--- config.mk ---
export PLATFORM = sky130hd
export DESIGN_NAME = spook_round_sched
export DESIGN_NICKNAME = d
export VERILOG_FILES = /design/src/rtl/spook_sched_pkg.sv /design/src/rtl/sched_cnt.sv /design/src/rtl/spook_round_sched.sv
export SDC_FILE = /design/constraint.sdc
export NUM_CORES = 1
export LEC_CHECK = 0
export CAP_MARGIN = 30
export CELL_PAD_IN_SITES_DETAIL_PLACEMENT = 0
export CELL_PAD_IN_SITES_GLOBAL_PLACEMENT = 1
export CORE_UTILIZATION = 47
export DETAILED_ROUTE_END_ITERATION = 8
export GPL_TIMING_DRIVEN = 0
export PLACE_DENSITY = 0.92
export SYNTH_ARGS = -nofsm -noshare
export SYNTH_HDL_FRONTEND = slang
export SYNTH_SLANG_ARGS = --single-unit
--- constraint.sdc ---
create_clock -name clk -period 4.5 [get_ports clk]
set_input_delay 1.125 -clock clk [delete_from_list [all_inputs] [get_ports clk]]
set_output_delay 1.125 -clock clk [all_outputs]
set_load 0.02 [all_outputs]
--- src/rtl/spook_sched_pkg.sv ---
// spook_sched_pkg
// Shared constants for the Spook round/step scheduler: micro-op encoding,
// FSM state encoding, primitive geometry and the micro-op record that the
// scheduler registers onto its outputs.
package spook_sched_pkg;

    // Primitive geometry
    localparam int NSTEP    = 6;    // steps per primitive
    localparam int NBUNDLE  = 4;    // Shadow bundles per half-step
    localparam int TLS_OPS  = 43;   // Clyde-128 micro-ops per run
    localparam int PERM_OPS = 156;  // Shadow-512 micro-ops per run

    // Micro-op encoding
    localparam logic [2:0] OP_NOP  = 3'd0;
    localparam logic [2:0] OP_SBOX = 3'd1;
    localparam logic [2:0] OP_LBOX = 3'd2;
    localparam logic [2:0] OP_RC   = 3'd3;
    localparam logic [2:0] OP_TK   = 3'd4;
    localparam logic [2:0] OP_DIFF = 3'd5;

    // FSM state encoding
    localparam logic [2:0] ST_IDLE  = 3'd0;
    localparam logic [2:0] ST_TLS_F = 3'd1;
    localparam logic [2:0] ST_TLS_I = 3'd2;
    localparam logic [2:0] ST_PERM  = 3'd3;
    localparam logic [2:0] ST_DONE  = 3'd4;

    // One datapath micro-op as seen on the scheduler outputs
    typedef struct packed {
        logic [2:0] op;
        logic [3:0] rc;
        logic [2:0] tk;
        logic [1:0] bundle;
    } uop_t;

    // Round-constant index 2*s + h, built by concatenation so it can never
    // exceed the 4-bit field for s <= 5.
    function automatic logic [3:0] rc_of(input logic [2:0] s, input logic h);
        return {s, h};
    endfunction

endpackage

--- src/rtl/sched_cnt.sv ---
// sched_cnt
// Nested step / half / bundle / phase counter chain for the Spook scheduler.
// It tracks the position of the micro-op being issued and exports the
// position of the op that follows (combinational), so the top can register
// the decoded op in the same edge that advances the chain.
//   Clyde-128 : optional head TK (o_pre), then per step two halves of three
//               phases, then phase 3 (trailing TK). Down-counting for inverse.
//   Shadow-512: per step two halves, each of NBUNDLE bundles x three phases,
//               then phase 3 (DIFF).
// Ports:
//   clk, rst        clock, asynchronous active-low reset
//   i_load          load the start position for a new run
//   i_adv           advance one micro-op
//   i_down, i_perm  run direction / run type, sampled with i_load
//   o_pre, o_s, o_h, o_b, o_p   next-position indices
//   o_last          current position is the final op of the run
module sched_cnt
    import spook_sched_pkg::*;
#(
    parameter int NSTEP_P   = NSTEP,
    parameter int NBUNDLE_P = NBUNDLE
) (
    input  logic       clk,
    input  logic       rst,
    input  logic       i_load,
    input  logic       i_adv,
    input  logic       i_down,
    input  logic       i_perm,
    output logic       o_pre,
    output logic [2:0] o_s,
    output logic       o_h,
    output logic [1:0] o_b,
    output logic [1:0] o_p,
    output logic       o_last
);

    localparam logic [2:0] S_TERM = 3'(NSTEP_P - 1);
    localparam logic [1:0] B_TERM = 2'(NBUNDLE_P - 1);

    logic       r_pre, r_h, r_down, r_perm;
    logic [2:0] r_s;
    logic [1:0] r_b, r_p;

    logic       w_pre, w_h, w_down, w_perm;
    logic [2:0] w_s;
    logic [1:0] w_b, w_p;

    // Next counter position: load a start point, advance, or hold
    always_comb begin
        w_pre  = r_pre;
        w_s    = r_s;
        w_h    = r_h;
        w_b    = r_b;
        w_p    = r_p;
        w_down = r_down;
        w_perm = r_perm;
        if (i_load) begin
            w_perm = i_perm;
            w_down = i_down & ~i_perm;
            w_pre  = ~i_perm;            // Clyde starts with the whitening TK
            w_s    = w_down ? S_TERM : 3'd0;
            w_h    = w_down;             // inverse walks halves 1 then 0
            w_b    = 2'd0;
            w_p    = 2'd0;
        end else if (i_adv) begin
            if (r_perm) begin
                case (r_p)
                    2'd3: begin          // DIFF done: next half or next step
                        w_p = 2'd0;
                        w_b = 2'd0;
                        if (r_h) begin
                            w_h = 1'b0;
                            w_s = (r_s == S_TERM) ? 3'd0 : r_s + 3'd1;
                        end else begin
                            w_h = 1'b1;
                        end
                    end
                    2'd2: begin          // RC done: next bundle or DIFF
                        if (r_b == B_TERM) begin
                            w_p = 2'd3;
                        end else begin
                            w_b = r_b + 2'd1;
                            w_p = 2'd0;
                        end
                    end
                    default: w_p = r_p + 2'd1;
                endcase
            end else if (r_pre) begin
                w_pre = 1'b0;
            end else begin
                case (r_p)
                    2'd3: begin          // trailing TK done: next step
                        w_p = 2'd0;
                        w_h = r_down;
                        if (r_down) begin
                            w_s = (r_s == 3'd0) ? S_TERM : r_s - 3'd1;
                        end else begin
                            w_s = (r_s == S_TERM) ? 3'd0 : r_s + 3'd1;
                        end
                    end
                    2'd2: begin          // second half finished when h differs from direction
                        if (r_h != r_down) begin
                            w_p = 2'd3;
                        end else begin
                            w_h = ~r_h;
                            w_p = 2'd0;
                        end
                    end
                    default: w_p = r_p + 2'd1;
                endcase
            end
        end else begin
            w_pre = r_pre;
        end
    end

    // Counter state registers
    always_ff @(posedge clk or negedge rst) begin
        if (!rst) begin
            r_pre  <= 1'b0;
            r_s    <= 3'd0;
            r_h    <= 1'b0;
            r_b    <= 2'd0;
            r_p    <= 2'd0;
            r_down <= 1'b0;
            r_perm <= 1'b0;
        end else begin
            r_pre  <= w_pre;
            r_s    <= w_s;
            r_h    <= w_h;
            r_b    <= w_b;
            r_p    <= w_p;
            r_down <= w_down;
            r_perm <= w_perm;
        end
    end

    assign o_pre  = w_pre;
    assign o_s    = w_s;
    assign o_h    = w_h;
    assign o_b    = w_b;
    assign o_p    = w_p;
    assign o_last = r_perm ? ((r_p == 2'd3) && r_h && (r_s == S_TERM))
                           : (!r_pre && (r_p == 2'd3) &&
                              (r_s == (r_down ? 3'd0 : S_TERM)));

endmodule

--- src/rtl/spook_round_sched.sv ---
// spook_round_sched
// Round/step scheduler for the Spook datapath. Issues one micro-op per cycle
// for Clyde-128 (forward/inverse) or Shadow-512 and pulses a done flag in
// the cycle after the last op. Every output comes straight from a register.
// Ports:
//   clk, rst                      clock, asynchronous active-low reset
//   start_tls, start_perm, inv    run requests, sampled only in IDLE
//   op, rc_idx, tk_idx, bundle    current micro-op
//   busy                          run in progress (includes done cycle)
//   tls_done, perm_done           one-cycle completion pulses
module spook_round_sched
    import spook_sched_pkg::*;
#(
    parameter int NSTEP   = spook_sched_pkg::NSTEP,
    parameter int NBUNDLE = spook_sched_pkg::NBUNDLE
) (
    input  logic       clk,
    input  logic       rst,
    input  logic       start_tls,
    input  logic       start_perm,
    input  logic       inv,
    output logic [2:0] op,
    output logic [3:0] rc_idx,
    output logic [2:0] tk_idx,
    output logic [1:0] bundle,
    output logic       busy,
    output logic       tls_done,
    output logic       perm_done
);

    logic [2:0] r_state;
    uop_t       r_uop;
    logic       r_busy, r_tls_done, r_perm_done;

    logic [2:0] w_state_n;
    uop_t       w_uop_n;
    logic       w_load, w_adv, w_cnt_down, w_cnt_perm;
    logic       w_tls_done_n, w_perm_done_n;
    logic       w_cnt_pre, w_cnt_h, w_cnt_last;
    logic [2:0] w_cnt_s;
    logic [1:0] w_cnt_b, w_cnt_p;

    sched_cnt #(
        .NSTEP_P   (NSTEP),
        .NBUNDLE_P (NBUNDLE)
    ) u_cnt (
        .clk    (clk),
        .rst    (rst),
        .i_load (w_load),
        .i_adv  (w_adv),
        .i_down (w_cnt_down),
        .i_perm (w_cnt_perm),
        .o_pre  (w_cnt_pre),
        .o_s    (w_cnt_s),
        .o_h    (w_cnt_h),
        .o_b    (w_cnt_b),
        .o_p    (w_cnt_p),
        .o_last (w_cnt_last)
    );

    // FSM next state and counter control; start_tls has priority over start_perm
    always_comb begin
        w_state_n     = r_state;
        w_load        = 1'b0;
        w_adv         = 1'b0;
        w_cnt_down    = 1'b0;
        w_cnt_perm    = 1'b0;
        w_tls_done_n  = 1'b0;
        w_perm_done_n = 1'b0;
        case (r_state)
            ST_IDLE: begin
                if (start_tls) begin
                    w_load     = 1'b1;
                    w_cnt_down = inv;
                    w_state_n  = inv ? ST_TLS_I : ST_TLS_F;
                end else if (start_perm) begin
                    w_load     = 1'b1;
                    w_cnt_perm = 1'b1;
                    w_state_n  = ST_PERM;
                end else begin
                    w_state_n  = ST_IDLE;
                end
            end
            ST_TLS_F, ST_TLS_I: begin
                if (w_cnt_last) begin
                    w_state_n    = ST_DONE;
                    w_tls_done_n = 1'b1;
                end else begin
                    w_adv = 1'b1;
                end
            end
            ST_PERM: begin
                if (w_cnt_last) begin
                    w_state_n     = ST_DONE;
                    w_perm_done_n = 1'b1;
                end else begin
                    w_adv = 1'b1;
                end
            end
            ST_DONE: w_state_n = ST_IDLE;
            default: w_state_n = ST_IDLE;
        endcase
    end

    // Decode the op for the position the counters move to at this edge
    always_comb begin
        w_uop_n = '0;
        case (w_state_n)
            ST_TLS_F: begin
                if (w_cnt_pre) begin
                    w_uop_n.op = OP_TK;
                    w_uop_n.tk = 3'd0;
                end else begin
                    case (w_cnt_p)
                        2'd0:    w_uop_n.op = OP_SBOX;
                        2'd1:    w_uop_n.op = OP_LBOX;
                        2'd2:    w_uop_n.op = OP_RC;
                        default: w_uop_n.op = OP_TK;
                    endcase
                    if (w_cnt_p == 2'd3) begin
                        w_uop_n.tk = w_cnt_s + 3'd1;
                    end else begin
                        w_uop_n.rc = rc_of(w_cnt_s, w_cnt_h);
                    end
                end
            end
            ST_TLS_I: begin
                if (w_cnt_pre) begin
                    w_uop_n.op = OP_TK;
                    w_uop_n.tk = 3'd6;
                end else begin
                    case (w_cnt_p)
                        2'd0:    w_uop_n.op = OP_RC;
                        2'd1:    w_uop_n.op = OP_LBOX;
                        2'd2:    w_uop_n.op = OP_SBOX;
                        default: w_uop_n.op = OP_TK;
                    endcase
                    if (w_cnt_p == 2'd3) begin
                        w_uop_n.tk = w_cnt_s;
                    end else begin
                        w_uop_n.rc = rc_of(w_cnt_s, w_cnt_h);
                    end
                end
            end
            ST_PERM: begin
                w_uop_n.rc = rc_of(w_cnt_s, w_cnt_h);
                case (w_cnt_p)
                    2'd0:    w_uop_n.op = OP_SBOX;
                    2'd1:    w_uop_n.op = OP_LBOX;
                    2'd2:    w_uop_n.op = OP_RC;
                    default: w_uop_n.op = OP_DIFF;
                endcase
                if (w_cnt_p == 2'd3) begin
                    w_uop_n.bundle = 2'd0;
                end else begin
                    w_uop_n.bundle = w_cnt_b;
                end
            end
            default: w_uop_n = '0;     // IDLE and DONE issue NOP with zero fields
        endcase
    end

    // State and output registers
    always_ff @(posedge clk or negedge rst) begin
        if (!rst) begin
            r_state     <= ST_IDLE;
            r_uop       <= '0;
            r_busy      <= 1'b0;
            r_tls_done  <= 1'b0;
            r_perm_done <= 1'b0;
        end else begin
            r_state     <= w_state_n;
            r_uop       <= w_uop_n;
            r_busy      <= (w_state_n != ST_IDLE);
            r_tls_done  <= w_tls_done_n;
            r_perm_done <= w_perm_done_n;
        end
    end

    assign op        = r_uop.op;
    assign rc_idx    = r_uop.rc;
    assign tk_idx    = r_uop.tk;
    assign bundle    = r_uop.bundle;
    assign busy      = r_busy;
    assign tls_done  = r_tls_done;
    assign perm_done = r_perm_done;

endmodule

==> results of run 1 <==
-- how the worst max path moves through the flow --
stage / startpoint / cells after the start / end / slack, ps
after floorplan: u_cnt.r_p[0]$_DFF_PN0_ / 13 / rc_idx[0]$_DFF_PN0_ / 1760
after global placement: start_tls / 8 / rc_idx[0]$_DFF_PN0_ / 1070
after CTS: start_tls / 8 / rc_idx[0]$_DFF_PN0_ / 1310
after global routing: u_cnt.r_p[0]$_DFF_PN0_ / 14 / rc_idx[0]$_DFF_PN0_ / 1140
final: start_tls / 8 / rc_idx[0]$_DFF_PN0_ / 1280
after detailed placement: start_tls / 8 / rc_idx[0]$_DFF_PN0_ / 1040
-- logic make-up after synthesis --
group | Yosys count | share of synthesized area, %
simple gates | 63 | 21.9
fa+ha+maj | 7 | 4.74
buf+inv | 19 | 6.03
flops | 29 | 39.3
mux | 5 | 2.71
xor+xnor | 2 | 0.948
compound gates | 56 | 24.4
-- layout make-up --
cell class                 count  area, um^2  area share, %
sequential                    29         726           32.9
multi-input combinational    133        1010           45.8
timing repair buffer          20         218           9.86
clock buffer                   6        72.6           3.29
clock inverter                 2        10.0          0.453
inverter                      10        37.5           1.70
buffer                         9        73.8           3.34
tap                           48        60.1           2.72
-- placed cells by master (no fill, tap or decap), types with 5 or more instances in the layout --
cell type | Yosys | final
a21oi_1 | 13 | 13
clkdlybuf4s50_1 | 0 | 19
mux2i_1 | 5 | 5
inv_1 | 10 | 10
nor2_1 | 8 | 8
o21ai_0 | 8 | 8
dfrtp_1 | 29 | 29
nand2_1 | 10 | 10
nor2b_1 | 5 | 5
ha_1 | 7 | 7
nor3_1 | 8 | 8
clkbuf_8 | 0 | 5
-- cell usage after synthesis (2+ instances only) --
master / instances
inv_1: 10
nor3_1: 8
a21oi_1: 13
and2_1: 4
nor2_1: 8
a211oi_1: 3
nor2_2: 3
o21ai_0: 8
a21o_1: 3
nor4_1: 2
nor2b_1: 5
nor3b_2: 2
nor3b_1: 2
ha_1: 7
a22oi_1: 3
buf_4: 4
nand4_1: 2
mux2i_1: 5
nand2_1: 10
dfrtp_1: 29
nor3_2: 4
o21ai_1: 4
o211ai_1: 2
nand3_1: 3
buf_6: 3
-- routing by layer --
metal,global-route usage (%),vias up,wire length (um)
met5,0,-,0
met1,28.8,730,1890
met3,5.46,9,188
met2,38.0,39,2070
met4,6.94,0,65
li1,-,725,-
-- registers in the layout (all words and copies together), names as in the netlist, 2 cells and up --
signal	count
u_cnt.r_s	3
u_cnt.r_p	2
r_state	3
rc_idx	4
u_cnt.r_b	2
bundle	2
tk_idx	3
op	3
-- power breakdown --
group          leakage (nW)  internal (mW)  switching, mW
clock network        0.0450          0.107         0.0923
registers             0.364          0.366         0.0756
logic                 0.553          0.422          0.567
-- through the flow --
stage,setup slack (ps),total power [mW]
finish,1280,1.63
global route,1140,1.76
CTS,1310,1.63
detailed placement,1040,1.43
global placement,1070,1.39
floorplan,1760,1.14
-- worst register-to-register path: cells and delay by family (launching register included) --
| family | cells | cell delay [ps] |
|---|---|---|
| AND/OR/NAND/NOR | 4 | 560 |
| buffers and inverters | 3 | 450 |
| adder cells (fa/ha/maj) | 2 | 410 |
| flip-flops | 1 | 360 |
| AO/OA/AOI/OAI | 5 | 1310 |
==> metrics.yaml, run 1 <==
leakagePower_nw: 0.962
core_area_um2: 3720
final_max_slew_viol_count: 0
ys_ff_latch: 29
grt_pass1_wl_um: 7120
num_vias: 1503
hp-class: "reg -> reg"
ant_nets: 0
slew_headroom_pct: 61.6
p_per_area_nw_per_um2: 737
holdPathStages: 3
placementRows: 22
design_area_um2: 2210
antenna_found_initial: 0
die_x_um: 64.7
synthesis.area_um2: 1850
worstPathCellList: "clkdlybuf4s50_1 -> nor2_1 -> nor2_2 -> nor2_2 -> ha_1 -> buf_4 -> o41a_1 -> nor2b_1"
cts_hold_buffers: 0
io_buffers: 19
yosys.area.top_type: "dfrtp_1"
cts_made_buffers: 5
post_cts_buffers: 0
post_cts_resized: 0
wire_per_inst_um: 16.4
drive_gt1_share_pct: 20.1
crit_family: "simple AND/OR/NAND/NOR gates"
final_core_util_pct: 59.4
fin_crit_ps: 3220
cts.reportedPaths.clkPinSlew_ps: 60
antenna_cells: 0
cts.sinks: 29
period_share_pct: 71.5
syn_nets: 193
async_reset_ff_share_pct: 100
fin_nets: 220
synth_cells: 181
final_cells: 257
drt_iter0_drc: 72
maxCapViolCount: 0
hold_viol_final: 0
setup_viol: 0
end_kind: "flip-flop"
timing.hold.ws_ps: 612
ios: 20
regToRegEndpoint: "rc_idx[0]$_DFF_PN0_"
placed_area_um2: 2130
critPathBufInv: 2
initial_core_util_pct: 49.7
dr.pass1.iters: 4
dp_hpwl_um: 3160
tns_ps: 0
area_delta_synth_final_pct: 19.5
synth_area_per_cell_um2: 10.2
totalWireLength_um: 4210
synth_edf_count: 0
dp.cells: 249
place.gp.congestion: 0.879
crit_required_ps: 4700
nFillCells: 316
synth-main-ff-cell: "dfrtp_1"
yosysTopAreaCellShare_pct: 39.3
synth.distinct_cells: 59
grt_usage_pct: 22.7
yosys_warnings: 0
cp_max_fo: 10
die_h_um: 64.7
slowest_delay_ps: 560
h-tree-depth: 2
worstMarginPinSlew_ps: 572
yosysSeqAreaShare_pct: 39.3
reg2reg_from: "u_cnt.r_p[0]$_DFF_PN0_"
clk_latency_ps: 280
grt_max_degree: 21
grt_pass1_vias: 1446
fin_worst_skew_ps: 7.32
clock.fmax_ghz: 0.311
slowest_stage: "clkdlybuf4s50_1"
drc: 0
cts_buffer_depth: 2
status: "completed"
crit_arrival_ps: 3410
via_per_inst: 5.85
grt_setup_unrepaired: "false"
hold_path_end: "u_cnt.r_down$_DFFE_PN0P_"
setup.worst_path.start_class: "primary input"
hold_start: "u_cnt.r_down$_DFFE_PN0P_"
r2r_cells: 14
crit_top_cell: "nor2_2"
ir_worst_vdd_uv: 420
reg2reg_setup_slack_ps: 1340
critPathKind: "in -> reg"
die_area_um2: 4190
cts_tree: "done"
grt-ovfl-total: 0
cts_root_buffer: "clkbuf_8"
synthTopCellsByArea: "dfrtp_1 39%, ha_1 4.7%, a21oi_1 3.5%"
Note: power is estimated with default switching activity, not from simulation.
==> run 2, diff against run 1 <==
--- a/config.mk
+++ b/config.mk
@@ -8,10 +8,10 @@
 export CAP_MARGIN = 30
 export CELL_PAD_IN_SITES_DETAIL_PLACEMENT = 0
 export CELL_PAD_IN_SITES_GLOBAL_PLACEMENT = 1
-export CORE_UTILIZATION = 47
+export CORE_UTILIZATION = 44
 export DETAILED_ROUTE_END_ITERATION = 8
 export GPL_TIMING_DRIVEN = 0
-export PLACE_DENSITY = 0.92
+export PLACE_DENSITY = 0.87
 export SYNTH_ARGS = -nofsm -noshare
 export SYNTH_HDL_FRONTEND = slang
 export SYNTH_SLANG_ARGS = --single-unit
==> constraint.sdc (replaced) <==
create_clock -name clk -period 3.2 [get_ports clk]
set_input_delay 0.8 -clock clk [delete_from_list [all_inputs] [get_ports clk]]
set_output_delay 0.8 -clock clk [all_outputs]
set_load 0.02 [all_outputs]
==> run 2 against run 1 <==
Against the previous run:
- count of clock-buffer cells in the layout up 1
- sequential share of layout area down 0.67 points
- global-route usage up 0.25 points
- total power up 46%
- via count up 2.3%
==> metrics.yaml, run 2 (synthesis gave the netlist of run 1 again) <==
status: "completed"
final_cells: 259  # +0.78%
crit_top_cell: "ha_1"
p_per_area_nw_per_um2: 1050  # +43%
worstMarginPinSlew_ps: 674  # +102 ps
post_cts_buffers: 0  # unchanged
cts_made_buffers: 5  # unchanged
regToRegEndpoint: "rc_idx[1]$_DFF_PN0_"
clock.fmax_ghz: 0.334
reg2reg_from: "u_cnt.r_p[0]$_DFF_PN0_"
finalPower_mw: 2.37  # +46%
critPathBufInv: 3  # +1
cts_buffer_depth: 2  # unchanged
maxCapViolCount: 0  # unchanged
fin_worst_skew_ps: 4.52  # -2.79 ps
grt_pass1_vias: 1485  # +2.7%
setup_slack_ps: 204  # -1080 ps
dp.cells: 251  # +0.80%
hold_path_end: "u_cnt.r_perm$_DFFE_PN0P_"
die_area_um2: 4460  # +6.6%
r2r_cells: 13  # -1
pre_cts_slack_ps: 84.8  # -955 ps
cts.reportedPaths.clkPinSlew_ps: 60  # about the same
setup_viol: 0  # unchanged
slowest_stage: "o41a_1"
critPathKind: "reg -> reg"
drt_iter0_drc: 75  # +4.2%
grt_setup_unrepaired: "true"
via_per_inst: 5.93  # +1.5%
ant_nets: 0  # unchanged
final_cell_mix: "29 x dfrtp_1, 19 x clkdlybuf4s50_1, 13 x a21oi_1, 10 x inv_1, 10 x nand2_1"
antenna_found_initial: 0  # unchanged
grt_max_degree: 18  # -14%
crit_family: "compound AO/OA/AOI/OAI gates"
fin_nets: 220  # unchanged
hold_start: "r_state[2]$_DFF_PN0_"
ir_worst_vdd_uv: 580  # +38%
wire_per_inst_um: 17.5  # +7.0%
layout_commonest_cell: "dfrtp_1"
totalWireLength_um: 4540  # +7.8%
placed_area_um2: 2130  # +0.12%
initial_core_util_pct: 45.9  # -3.9 points
core_area_um2: 4030  # +8.4%
cp_max_fo: 10  # unchanged
h-tree-depth: 2  # unchanged
final_max_slew_viol_count: 0  # unchanged
hp-class: "reg -> reg"
worstPathCellList: "clkbuf_2 -> nand2_1 -> inv_1 -> ha_1 -> nand4_1 -> o21bai_4 -> a2111oi_4 -> mux2i_1 -> nor2_2 -> ha_1 -> buf_4 -> o41a_1 -> nor2b_1"
cts_root_buffer: "clkbuf_8"
slowest_delay_ps: 470  # -90 ps
crit_arrival_ps: 3210  # -200 ps
holdPathStages: 2  # -1
largest_register_ffs: 4  # unchanged
fin_crit_ps: 3000
design_area_um2: 2250  # +2.1%
die_x_um: 66.8  # +3.2%
area_delta_synth_final_pct: 22.0
end_kind: "flip-flop"
cts_tree: "done"
place.gp.congestion: 0.932  # +5.9%
dp_hpwl_um: 3280  # +3.7%
drc: 0  # unchanged
cts.sinks: 29  # unchanged
reg2reg_setup_slack_ps: 200  # -1140 ps
placementRows: 23  # +4.5%
grt-ovfl-total: 0  # unchanged
final_core_util_pct: 56.0  # -3.5 points
clk_latency_ps: 280  # about the same
hold_viol_final: 0  # unchanged
antenna_cells: 0  # unchanged
grt_pass1_wl_um: 7370  # +3.5%
crit_required_ps: 3410  # -1290 ps
setup.worst_path.start_class: "flip-flop"
dr.pass1.iters: 4  # unchanged
num_vias: 1537  # +2.3%
slew_headroom_pct: 54.9  # -6.7 points
cp.depth: 13  # +5
leakagePower_nw: 0.977  # +1.6%
period_share_pct: 93.6
io_buffers: 19  # unchanged
die_h_um: 66.8  # +3.2%
drive_gt1_share_pct: 21.1  # +0.96 points
grt_usage_pct: 23.0  # +0.25 points
ios: 20  # unchanged
-- run 2: how the worst max path moves through the flow --
stage,from,endpoint,slack [ps]
2_1_floorplan,u_cnt.r_p[0]$_DFF_PN0_,rc_idx[0]$_DFF_PN0_,460
3_3_place_gp,start_tls,rc_idx[0]$_DFF_PN0_,70
3_5_place_dp,start_tls,rc_idx[1]$_DFF_PN0_,80
4_1_cts,u_cnt.r_p[0]$_DFF_PN0_,rc_idx[1]$_DFF_PN0_,100
5_1_grt,u_cnt.r_p[0]$_DFF_PN0_,rc_idx[1]$_DFF_PN0_,-40
6_report,u_cnt.r_p[0]$_DFF_PN0_,rc_idx[1]$_DFF_PN0_,200
-- run 2: power by group --
| group | total [mW] | switching [mW] | internal [mW] |
|---|---|---|---|
| logic | 1.42 | 0.823 | 0.601 |
| registers | 0.618 | 0.104 | 0.514 |
| clock network | 0.329 | 0.135 | 0.194 |
-- run 2: repair_timing --
item,in CTS,in global routing
hold buffers,0,0
setup endpoints to repair,0,4
gates resized for setup,0,3
-- run 2: layout make-up --
cell class,instances,area [um^2]
plain buffers,9,73.8
clock buffers,7,96.3
clock inverters,1,5.00
fillers,367,1770
inverters,10,37.5
multi-input cells,133,1040
flip-flops and latches,29,726
well taps,50,62.6
repair buffers,20,218
-- run 2: worst register-to-register path: stages, from the launching register on --
cell,delay [ps]
dfrtp_1,360
clkbuf_2,190
nand2_1,120
inv_1,90
ha_1,190
nand4_1,180
o21bai_4,160
a2111oi_4,290
mux2i_1,270
nor2_2,110
ha_1,220
buf_4,180
o41a_1,470
nor2b_1,120
-- run 2: stage by stage --
step | setup TNS, ps | hold WS (ps)
after floorplan | 0 | 504
after global placement | 0 | 567
after detailed placement | 0 | 575
after CTS | 0 | 580
after global routing | -53.6 | 636
final | 0 | 585
-- run 2: per-layer routing --
layer  track usage [%]  vias up  part of all wire (%)
li1                  -      723                     -
met1              29.3      747                    42
met2              36.5       53                    49
met3              4.97       14                   6.1
met4              11.4        0                   2.7
met5                 0        -                     0
==> RTL change 1, RTL diff (config.mk and constraints of run 1) <==
Remove the register `r_busy`: a continuous assignment takes its place, so the output `busy` follows one clock earlier.
--- a/src/rtl/spook_round_sched.sv
+++ b/src/rtl/spook_round_sched.sv
@@ -167,3 +167,2 @@
             r_uop       <= '0;
-            r_busy      <= 1'b0;
             r_tls_done  <= 1'b0;
@@ -173,3 +172,2 @@
             r_uop       <= w_uop_n;
-            r_busy      <= (w_state_n != ST_IDLE);
             r_tls_done  <= w_tls_done_n;
@@ -178,2 +176,4 @@
     end
+
+    assign r_busy = (w_state_n != ST_IDLE);
 
Behaviour: not the same (a bounded check fails within 4 cycles, from zero or initial values and one cycle with rst low).
==> RTL change 1 against run 1 <==
Final area down 2.9%. Die area down 1.3%. Clock skew down 0.0027 ns. Worst setup slack worse by 0.48 ns. Total power down 3.5%. Critical path depth down 4. Sequential cell count down 1. Synthesized cell count down 0.55%. Sequential power down 3%. Wire length down 0.38%. Area after synthesis down 1.4%. Largest cell class unchanged. Largest power group unchanged.
==> RTL change 1: results (changes against run 1) <==
[status]
status=finished, final reports clean

[clocking]
cts_htree_levels=1  ; -1
cts_buffers=3  ; -2
cts.reportedPaths.clkPinSlew_ns=0.09  ; +0.03 ns

[pwr]
p_per_area_mw_per_mm2=733  ; -0.52%
comb_cell_power_w=0.000992  ; +0.4%
ir_drop_uv=351  ; -16%
clock_net_power_w=0.000153  ; -23%
internal-power_w=0.000854  ; -4.5%

[sta]
worst_slack_ns=0.806  ; -0.478 ns

[critical_path]
endpoint=busy
critical_path.top_delay_family=buffers and inverters
r2r_setup_slack_ns=1.41  ; +0.07 ns
crit_fanout=6  ; -4

[placement]
place_congestion=0.899  ; +2.2%
post-place-cells=248  ; -0.40%

[routing]
avgRoutedWirePerCell_um=16.7  ; +1.6%
via_per_inst=5.91  ; +1.0%
detailedRoute.firstIterationViolations=116  ; +61%

[global_routing]
maximum_number_of_pins_on_one_net_before_global_route_repair=22  ; +4.8%
total_track_usage_pct=22.1  ; -0.66 points
number_of_global_route_vias_before_repair=1492  ; +3.2%

[synth]
muxShareOfSynthArea_pct=2.75  ; +0.037 points
synth_xor_area_share_pct=0.961  ; +0.013 points
synth-compound-area-share_pct=24.8  ; +0.34 points
synth_nets=192  ; -0.52%

[hold_path]
holdPathEnd=u_cnt.r_perm$_DFFE_PN0P_
min_delay_path_depth=2  ; -1

[layout]
final-instance-count-excl-fill=252  ; -1.9%
fillCellCount=320  ; +1.3%
drive_above_1_share_pct=19.1  ; -0.98 points
layout.area.seq_um2=701  ; -3.4%

RTL change 1: cell count changes after synthesis, sizes merged:
cell	run 1	this run
dfrtp	29	28
RTL change 1: final cells by class:
type / count / share of cell area [%]
Sequential cell: 28 / 32.7
Clock buffer: 4 / 2.57
Tap cell: 48 / 2.80
Timing Repair Buffer: 20 / 9.57
Buffer: 9 / 3.44
Multi-Input combinational cell: 133 / 47.2
Inverter: 10 / 1.75
RTL change 1: cells by family after synthesis:
family,Yosys count
muxes,5
xor gates and xnor gates,2
buffers and inverters,19
and+or+nand+nor,63
AOI/OAI and AO/OA,56
DFF,28
adders and majority gates,7
RTL change 1: metal layers:
metal,vias up,global-route usage [%],wire (um)
li1,712,-,-
met1,732,28.1,1860
met2,34,37.8,2090
met3,11,1.61,128
met4,0,10.3,119
met5,-,0,0
RTL change 1: tightest hold or removal path: cells and delay by family (launching register included):
family / cells / cell delay (ns)
DFF: 1 / 0.34
and+or+nand+nor: 1 / 0.13
AOI/OAI and AO/OA: 1 / 0.07
==> RTL change 2, RTL diff (flow settings as in run 1) <==
Without the edit above. Register the outputs `rc_idx` and `tk_idx`, with the module's reset; this adds one clock of latency there. The other outputs are not delayed to match.
--- a/src/rtl/spook_round_sched.sv
+++ b/src/rtl/spook_round_sched.sv
@@ -180,4 +180,11 @@
     assign op        = r_uop.op;
-    assign rc_idx    = r_uop.rc;
-    assign tk_idx    = r_uop.tk;
+    always_ff @(posedge clk or negedge rst) begin
+        if (!rst) begin
+            rc_idx <= '0;
+            tk_idx <= '0;
+        end else begin
+            rc_idx <= r_uop.rc;
+            tk_idx <= r_uop.tk;
+        end
+    end
     assign bundle    = r_uop.bundle;
Function: changed (Yosys sat finds a counterexample within 4 cycles, from zero or initial values and one cycle with rst low).
==> RTL change 2 against run 1 <==
Worst setup slack got worse by 0.13 ns. Die area increased by 7.5%. Final area increased by 5.7%. Total power increased by 12%. Sequential cell count increased by 7. Wire length decreased by 2.2%. Area after synthesis increased by 7.7%.
==> RTL change 2: results (changes against run 1) <==
[status]
status=finished, final reports clean

[synth]
muxShareOfSynthArea_pct=2.51  ; -0.19 points
synth_seq_area_share_pct=45.3  ; +6.0 points
synth_xor_area_share_pct=1.32  ; +0.37 points
synthTopCellsByCount=dfrtp_1 (36), nor2_1 (15), inv_1 (13)
synth.distinct_cells=58  ; -1.7%
synth_area_leaders=dfrtp_1 (45%), ha_1 (4.4%), nor2_1 (2.8%)

[critical_path]
r2r_setup_slack_ns=1.16  ; -0.18 ns
reg2reg_depth=12  ; -2
endpoint=r_uop[3]$_DFF_PN0_
timing.critical_path.slowest_cell_delay_ns=0.45  ; -0.11 ns
critPathSlowestCell=a211oi_1

[global_routing]
maximum_number_of_pins_on_one_net_before_global_route_repair=37  ; +76%
global_route_wire_length_before_repair_um=6920  ; -2.8%

[placement]
half_perimeter_wire_length_after_detailed_placement_um=3020  ; -4.4%
detailed_place.area_mm2=0.00224  ; +5.3%

[routing]
met2_wirelength_um=1860  ; -10%
overall_routed_net_length_um=4120  ; -2.2%
wl_met1_um=1930  ; +2.2%
detailedRoute.firstIterationViolations=71  ; -1.4%
met3RoutedLength_um=237  ; +26%

[pwr]
static-leakage-power_nw=1.04  ; +7.8%
ir_drop_uv=378  ; -10%

[layout]
drive_above_1_share_pct=12.5  ; -7.6 points

[hold_path]
min_from=r_uop[2]$_DFF_PN0_

[sta]
slew_at_the_pin_closest_to_its_max_slew_limit_ns=0.790  ; +0.218 ns

==> RTL change 2: worst max-delay path, delay by kind of cell (launching register included) <==
kind	cells	cell delay, ns
flops	1	0.38
compound gates	3	0.74
fa+ha+maj	2	0.58
mux	1	0.44
buf+inv	2	0.34
simple gates	4	0.81
==> RTL change 2: metrics by stage <==
step / std cells / worst slack, ns / util, %
floorplan: 197 / 1.63 / -
global placement: 266 / 0.962 / 55.7
detailed placement: 266 / 0.964 / 55.6
CTS: 274 / 1.15 / 58.0
global route: 274 / 0.783 / 58.0
finish: 274 / 1.16 / 58.0
==> RTL change 2: area by class of cell <==
class | instances | area [um2] | share of cell area, %
multi-input combinational | 135 | 946 | 40.5
inverter | 14 | 52.6 | 2.25
clock inverter | 2 | 13.8 | 0.589
timing repair buffer | 19 | 185 | 7.93
sequential | 36 | 901 | 38.6
tap | 50 | 62.6 | 2.68
buffer | 12 | 91.3 | 3.91
clock buffer | 6 | 82.6 | 3.54
==> RTL change 2: where the power goes <==
part	internal (W)	switching, W	leakage [nW]
Clock	0.000125	0.000119	0.0516
Combinational	0.000456	0.000568	0.536
Sequential	0.000463	0.0000878	0.450
==> RTL change 2: worst min-delay path by stage <==
stage / to / slack [ns] / cells after the start
final: tk_idx[0]$_DFF_PN0_ / 0.35 / 0
after global routing: rc_idx[2]$_DFF_PN0_ / 0.36 / 0
after CTS: tk_idx[0]$_DFF_PN0_ / 0.36 / 0
after detailed placement: tk_idx[0]$_DFF_PN0_ / 0.34 / 0
after global placement: rc_idx[1]$_DFF_PN0_ / 0.33 / 0
after floorplan: rc_idx[0]$_DFF_PN0_ / 0.33 / 0
==> RTL change 2: kinds of logic after synthesis <==
kind of cell | Yosys count
fa+ha+maj | 7
buf+inv | 26
flops | 36
simple gates | 64
xor+xnor | 3
mux | 5
compound gates | 56
==> RTL change 2: routing by layer <==
metal / global-route usage, % / vias to the layer above
met5: 0 / -
met4: 8.78 / 0
met3: 5.82 / 8
met2: 32.3 / 42
met1: 28.9 / 737
li1: - / 762
